`config.mk`:
```
export PLATFORM = sky130hd
export DESIGN_NAME = xy_input_port
export DESIGN_NICKNAME = d
export VERILOG_FILES = /design/src/rtl/xy_input_port.sv
export SDC_FILE = /design/constraint.sdc
export NUM_CORES = 1
export LEC_CHECK = 0
export CORE_MARGIN = 4
export CORE_UTILIZATION = 53
export CTS_CLUSTER_SIZE = 14
export DETAILED_ROUTE_END_ITERATION = 7
export GPL_TIMING_DRIVEN = 0
export PLACE_DENSITY = 0.79
export SLEW_MARGIN = 20
export SYNTH_ARGS = -nofsm -noshare
export SYNTH_HDL_FRONTEND = slang
export SYNTH_SLANG_ARGS = --single-unit
```
`constraint.sdc`:
```
create_clock -name clk_i -period 4.3 [get_ports clk_i]
set_clock_uncertainty 0.05 [all_clocks]
set_input_delay 0.86 -clock clk_i [delete_from_list [all_inputs] [get_ports clk_i]]
set_output_delay 0.86 -clock clk_i [all_outputs]
set_load 0.03 [all_outputs]
```
`src/rtl/xy_input_port.sv`:
```
// xy_input_port: per-input front end of a mesh switch.
// Buffers incoming flits, extracts the destination of each head flit for the
// downstream xy_router, holds the returned output port for the whole packet
// and requests the crossbar until the tail flit has been granted.
// Optional feature: define INPORT_DROP_CNT_EN to add drop_cnt_o, a saturating
// count of BODY/TAIL flits discarded while no packet is open.
module xy_input_port #(
  parameter int unsigned DATA_W            = 8,
  parameter int unsigned PACKET_ADDR_COL_W = 4,
  parameter int unsigned PACKET_ADDR_ROW_W = 4,
  parameter int unsigned OUTPUT_N_W        = 3,
  parameter int unsigned FIFO_DEPTH        = 4
) (
  input  logic                         clk_i,
  input  logic                         rst_ni,
  input  logic [DATA_W+1:0]            data_i,
  input  logic                         valid_i,
  output logic                         ready_o,
  output logic [PACKET_ADDR_COL_W-1:0] col_addr_o,
  output logic [PACKET_ADDR_ROW_W-1:0] row_addr_o,
  input  logic [OUTPUT_N_W-1:0]        route_sel_i,
  output logic                         req_o,
  output logic [OUTPUT_N_W-1:0]        out_sel_o,
  input  logic                         grant_i,
  output logic [DATA_W+1:0]            data_o
`ifdef INPORT_DROP_CNT_EN
  ,
  output logic [7:0]                   drop_cnt_o
`endif
);

  localparam int unsigned PTR_W = $clog2(FIFO_DEPTH);
  localparam int unsigned CNT_W = PTR_W + 1;

  typedef enum logic [1:0] {
    FT_HEADTAIL = 2'b00,
    FT_HEAD     = 2'b01,
    FT_BODY     = 2'b10,
    FT_TAIL     = 2'b11
  } flit_type_t;

  typedef enum logic [1:0] {
    ST_IDLE,
    ST_ROUTE,
    ST_ACTIVE
  } state_t;

  logic [DATA_W+1:0] mem [FIFO_DEPTH];
  logic [PTR_W-1:0]  wr_ptr, rd_ptr;
  logic [CNT_W-1:0]  count;
  logic              empty, full, push, pop;
  logic [DATA_W+1:0] front;
  flit_type_t        front_type;
  logic              front_is_head, front_ends_pkt;

  state_t            state, state_n;
  logic              head_latch, route_latch, drop;

  assign empty          = (count == '0);
  assign full           = (count == CNT_W'(FIFO_DEPTH));
  assign ready_o        = !full;
  assign push           = valid_i && !full;
  assign front          = mem[rd_ptr];
  assign front_type     = flit_type_t'(front[DATA_W+1:DATA_W]);
  assign front_is_head  = (front_type == FT_HEAD) || (front_type == FT_HEADTAIL);
  assign front_ends_pkt = (front_type == FT_TAIL) || (front_type == FT_HEADTAIL);
  // Memory is never reset, so an empty buffer presents zero instead of stale data.
  assign data_o         = empty ? '0 : front;

  // Flit storage write port (no reset on the array).
  always_ff @(posedge clk_i) begin
    if (push) mem[wr_ptr] <= data_i;
  end

  // FIFO pointers and occupancy; simultaneous push and pop leave count unchanged.
  always_ff @(posedge clk_i or negedge rst_ni) begin
    if (!rst_ni) begin
      wr_ptr <= '0;
      rd_ptr <= '0;
      count  <= '0;
    end else begin
      if (push) wr_ptr <= wr_ptr + PTR_W'(1);
      if (pop)  rd_ptr <= rd_ptr + PTR_W'(1);
      case ({push, pop})
        2'b10:   count <= count + CNT_W'(1);
        2'b01:   count <= count - CNT_W'(1);
        default: count <= count;
      endcase
    end
  end

  // Packet FSM state register.
  always_ff @(posedge clk_i or negedge rst_ni) begin
    if (!rst_ni) state <= ST_IDLE;
    else         state <= state_n;
  end

  // Next-state, pop and request decode.
  always_comb begin
    state_n     = state;
    pop         = 1'b0;
    head_latch  = 1'b0;
    route_latch = 1'b0;
    drop        = 1'b0;
    req_o       = 1'b0;
    case (state)
      ST_IDLE: begin
        if (!empty) begin
          if (front_is_head) begin
            head_latch = 1'b1;
            state_n    = ST_ROUTE;
          end else begin
            pop  = 1'b1;
            drop = 1'b1;
          end
        end
      end
      ST_ROUTE: begin
        route_latch = 1'b1;
        state_n     = ST_ACTIVE;
      end
      ST_ACTIVE: begin
        req_o = !empty;
        if (req_o && grant_i) begin
          pop = 1'b1;
          if (front_ends_pkt) state_n = ST_IDLE;
        end
      end
      default: state_n = ST_IDLE;
    endcase
  end

  // Destination address held from head detection until the next head.
  always_ff @(posedge clk_i or negedge rst_ni) begin
    if (!rst_ni) begin
      col_addr_o <= '0;
      row_addr_o <= '0;
    end else if (head_latch) begin
      col_addr_o <= front[PACKET_ADDR_COL_W-1:0];
      row_addr_o <= front[PACKET_ADDR_COL_W+PACKET_ADDR_ROW_W-1:PACKET_ADDR_COL_W];
    end
  end

  // Router decision captured once per packet.
  always_ff @(posedge clk_i or negedge rst_ni) begin
    if (!rst_ni)          out_sel_o <= '0;
    else if (route_latch) out_sel_o <= route_sel_i;
  end

`ifdef INPORT_DROP_CNT_EN
  // Saturating count of orphan BODY/TAIL flits discarded in IDLE.
  always_ff @(posedge clk_i or negedge rst_ni) begin
    if (!rst_ni)                      drop_cnt_o <= '0;
    else if (drop && drop_cnt_o != '1) drop_cnt_o <= drop_cnt_o + 8'd1;
  end
`endif

endmodule

```
[After elaboration in Yosys (flattened, before gate mapping)]
Memory sizes are Yosys's and may differ from the RTL's.
Cells that the tools add are included.
Storage, ports and cells
  flip-flop bits (word level): 20
  bits in writable memories: 40
  input bits: 17
  output and inout port bits: 23
  logic and storage cells: 52
  memories kept: 1
Operators by class
  add/sub/neg operators: 4
  equal/unequal tests: 11
  multiplexer cells: 18
  reduce and logical (&&, ||, !) cells: 11
Memory list
  mem: depth 4, width 10, rd ports 1, clocked after Yosys merged registers in 0, write ports 1, RTL line 48  | logic [DATA_W+1:0] mem [FIFO_DEPTH];
Operators by type and width (count)
  $mux W1: 10
  $mux W10: 1
  $mux W2: 4
  $ne A2 B2 Y1 const B: 4
  $eq A2 B1 Y1 const B: 3
  $eq A2 B2 Y1 const B: 3
  $pmux W2 S3: 1
  $pmux W3 S2: 1
  $add A2 B1 Y2 const B: 2
  $logic_not A2 Y1: 2
  $reduce_and A4 Y1: 1
  $add A3 B1 Y3 const B: 1
  $eq A3 B3 Y1 const B: 1
  $logic_not A3 Y1: 1
  $sub A3 B1 Y3 const B: 1
  $logic_and A1 B1 Y1: 2
  $logic_not A1 Y1: 2
  $logic_or A1 B1 Y1: 2
  $pmux W1 S2: 1
  $reduce_bool A2 Y1: 1

[Logic depth before layout (Yosys ltp)]
An unclocked memory read counts as a cell.
  word-level depth: 8
  depth in mapped cells: 12
  gate-level depth less buffers: 11

[Worst setup path after synthesis]
OpenSTA, ideal clock, no wires.
  kind: register to register
  start: register rd_ptr[0]
  end: register count[2]
  library setup time: 0.079 ns
  arrival time: 3.010 ns
  data required time: 4.171 ns
  slack: 1.161 ns
  cell stages (with the launch flop): 12
  path buffers: 1
  period minus slack after synthesis: 3.139 ns
  path through: dfrtp_1 > buf_2 > mux4_2 > ha_1 > or3_4 > a211oi_2 > ha_1 > inv_1 > fa_1 > xor2_1 > nor2_1 > xor2_1
Between the ends
  word-level cells in the longest chain between the ends: 8
  elaborated cells between the ends (all ways): 11
  those cells by class: 3 x eq/ne; 4 x mux; 3 x reduce/logical; 1 x memory
Ends and longest elaborated chain
  start: declaration: RTL line 49  | logic [PTR_W-1:0] wr_ptr, rd_ptr;
  start signal: assignment: RTL line 83  | if (pop) rd_ptr <= rd_ptr + PTR_W'(1);
  $mem_v2 Z4 W10 *
  $eq A2 B1 Y1 or $logic_not A2 Y1 (tied branches): RTL line 65  | assign front_is_head = (front_type == FT_HEAD) || (front_type == FT_HEADTAIL);
  $logic_or A1 B1 Y1 *: RTL line 65
  $mux W1 *: RTL line 109  | if (front_is_head) begin
  $mux W1 *: RTL line 108  | if (!empty) begin
  $pmux W1 S2 *: RTL line 106  | case (state)
  via pop: RTL line 51  | logic empty, full, push, pop;
  $eq A2 B1 Y1 or $eq A2 B2 Y1 (tied branches): RTL line 84  | case ({push, pop})
  $pmux W3 S2 or $reduce_bool A2 Y1 (tied branches)
  end signal: assignment: RTL line 85  | 2'b10: count <= count + CNT_W'(1);
  end signal: assignment: RTL line 86  | 2'b01: count <= count - CNT_W'(1);
  end signal: assignment: RTL line 87  | default: count <= count;
  end: declaration: RTL line 50  | logic [CNT_W-1:0] count;
The timed path passes the listed nets; every way through them passes the cells marked *.
A chain may end at the register's enable or synchronous reset.

[Worst setup path after layout]
  start: register count[0]
  end: output data_o[8]
Between the ends
  word-level cells in the longest chain between the ends: 2
Ends and longest elaborated chain
  $logic_not A3 Y1: RTL line 59  | assign empty = (count == '0);
  $mux W10: RTL line 68  | assign data_o = empty ? '0 : front;
  end: declaration: RTL line 25  | output logic [DATA_W+1:0] data_o
No other way between the ends.

==> impl_metrics.ini <==
[status]
status = finished clean

[layout]
area_growth_syn_to_layout_pct = 25.1
nets = 213
final_common_cell = edfxtp_1
nFillCells = 281
final_cell_mix = edfxtp_1 (40), clkdlybuf4s50_1 (38), dfrtp_1 (20), mux2_2 (11), mux4_2 (10)
final_area_sq_um = 3130
fin_cells = 245
postLayoutCoreUtil_pct = 70.0
drive_gt1_share_pct = 20.2
diodes = 0

[power_and_ir_drop]
p_int_mw = 1.68
seqPwrFrac_pct = 33.5
total_switching_power_mw = 1.01
power.density_nw_per_um2 = 859
total_power_mw = 2.69
combPwrFrac_pct = 49.3
peakVddDrop_v = 0.000494
switching_share_pct = 37.6
power_leakage_nw = 1.17
power_frac_clock_pct = 17.2

[yosys]
synthesis.area_sq_um = 2500
ys_warn_count = 0
ys_ff_latch = 60
yosys_most_used_dff = edfxtp_1
synth-edff-count = 40
async_flop_share_pct = 33.3
yosysSeqAreaShare_pct = 68.0
synth_nets = 163
netlist-cell-type-count = 27
synthCells = 138
postSynthAreaPerCell_sq_um = 18.1

[floorplanning]
dieHeight_um = 76.7
coreArea_sq_um = 4470
die_width_um = 76.7
die_area_sq_um = 5890
rows = 24
initial_core_util_pct = 55.9
io_pins = 40

[route]
drt-pass1-iter-count = 4
drc = 0
wirelength_um = 4590
detail_route.iter0.violations = 53
num_vias = 1336
post_drt_wl_per_cell_um = 18.7
avgViaCountPerCell = 5.45
final_antenna_net_count = 0

[timing]
min_period_ns = 3.51
rsz0062_at_grt = no
worstMarginPinSlew_ns = 0.775
worst_slack_ns = 0.795
period_share_pct = 81.5
fmax_mhz = 285
maxSlewHeadroom_pct = 48.0
setup_viol_count_final = 0
finalHoldViolCount = 0
setup_tns_ns = 0
drv_slew = 0
holdWs_ns = 0.432

[setup_path]
critical_path.max_fanout = 10
end_kind = output pin
critical_path_class = flip-flop to output pin
start_kind = flip-flop
cp.arrival_ns = 2.60
cp.required_ns = 3.39

[worst_hold_path]
hold_path.class = input pin to async pin

[global_routing]
track_usage_pct = 17.7
grt_max_degree = 21
antenna_found_initial = 0
grt_pass1_vias = 1571
grt_overflow = 0
grt_pass1_wl_um = 7590

[placement]
place_hpwl_um = 3190
pre_cts_ws_ns = 0.825
dp.cells = 229
place.gp.congestion = 0.738
portBuffers = 39
placed_cell_area_sq_um = 2960

[clock_network]
cts_resized = 0
cts_hold_buf = 0
h-tree-depth = 3
cts_setup_buffers = 0
clkTransAtPathRegs_ns = 0.06
clock_path_buffers = 2
root_buffer = clkbuf_8
cts_tree = yes
clkSinkCount = 60
worstSkewPairLatency_ns = 0.33
cts_made_buffers = 9

[job]
maxCapViolCount = 0
## cell type report
| type | count | area (sq um) | area share, % |
|---|---|---|---|
| multi-input combinational | 66 | 754 | 24.1 |
| buffer | 3 | 12.5 | 0.400 |
| inverter | 9 | 33.8 | 1.08 |
| clock buffer | 13 | 139 | 4.44 |
| tap | 52 | 65.1 | 2.08 |
| sequential | 60 | 1700 | 54.4 |
| timing repair buffer | 39 | 385 | 12.3 |
| clock inverter | 3 | 38.8 | 1.24 |
## cells in the mapped netlist (2+ instances only)
master    instances  area share [%]
inv_1             9             1.3
nor2b_1           8             2.0
xnor2_1           3             1.1
edfxtp_1         40              48
nand2b_1          2            0.50
dfrtp_1          20              20
clkbuf_1          2            0.30
xor2_1            3             1.1
and3_1            4             1.0
mux4_2           10             9.0
mux2_2           11             5.0
nor2_1            4            0.60
ha_1              7             3.5
nor3b_1           2            0.60
## worst max-delay path, stage by stage (launching register included)
cell,delay [ns]
dfrtp_1,0.43
nor3_2,0.55
clkbuf_1,0.55
nor2_1,0.12
clkdlybuf4s50_1,0.62
## kinds of logic after synthesis
group,count (synthesis),synth area share (%)
flip-flops,60,68.0
AND/OR/NAND/NOR,26,7.15
multiplexers,23,14.8
buffers and inverters,12,1.85
adder cells (fa/ha/maj),8,4.30
XOR/XNOR,6,2.10
AO/OA/AOI/OAI,3,1.80
## power groups by stage
stage          sequential [mW]  clock (mW)  combinational (mW)
2_1_floorplan            0.995           0               0.787
3_3_place_gp             0.893           0                1.29
3_5_place_dp             0.913           0                1.34
4_1_cts                  0.902       0.471                1.35
5_1_grt                  0.919       0.498                1.43
6_report                 0.900       0.461                1.33
## layer usage
| metal | global-route usage [%] | vias up | share of wire, % |
|---|---|---|---|
| li1 | - | 616 | - |
| met1 | 20.3 | 667 | 41 |
| met2 | 28.7 | 42 | 51 |
| met3 | 5.39 | 11 | 5.4 |
| met4 | 11.6 | 0 | 2.7 |
| met5 | 0 | - | 0 |
## path summary, 6_finish.rpt
kind / end / slack (ns) / startpoint / cells after the start
worst max-delay path: data_o[8] / 0.79 / count[0] / 4
max in group asynchronous: rd_ptr[1] / 3.43 / rst_ni / 1
worst max register to register: count[2] / 0.84 / rd_ptr[0] / 11
worst min register to register: row_addr_o[2] / 0.44 / row_addr_o[2] / 1
worst min-delay path: out_sel_o[1] / 0.43 / rst_ni / 1
min in group clk_i: row_addr_o[2] / 0.44 / row_addr_o[2] / 1
## registers in the layout, summed over array words and instances, names as in the netlist
register    flops
mem            40
col_addr_o      4
row_addr_o      4
count           3
out_sel_o       3
rd_ptr          2
state           2
wr_ptr          2
Note: power is estimated with default switching activity, not from simulation.
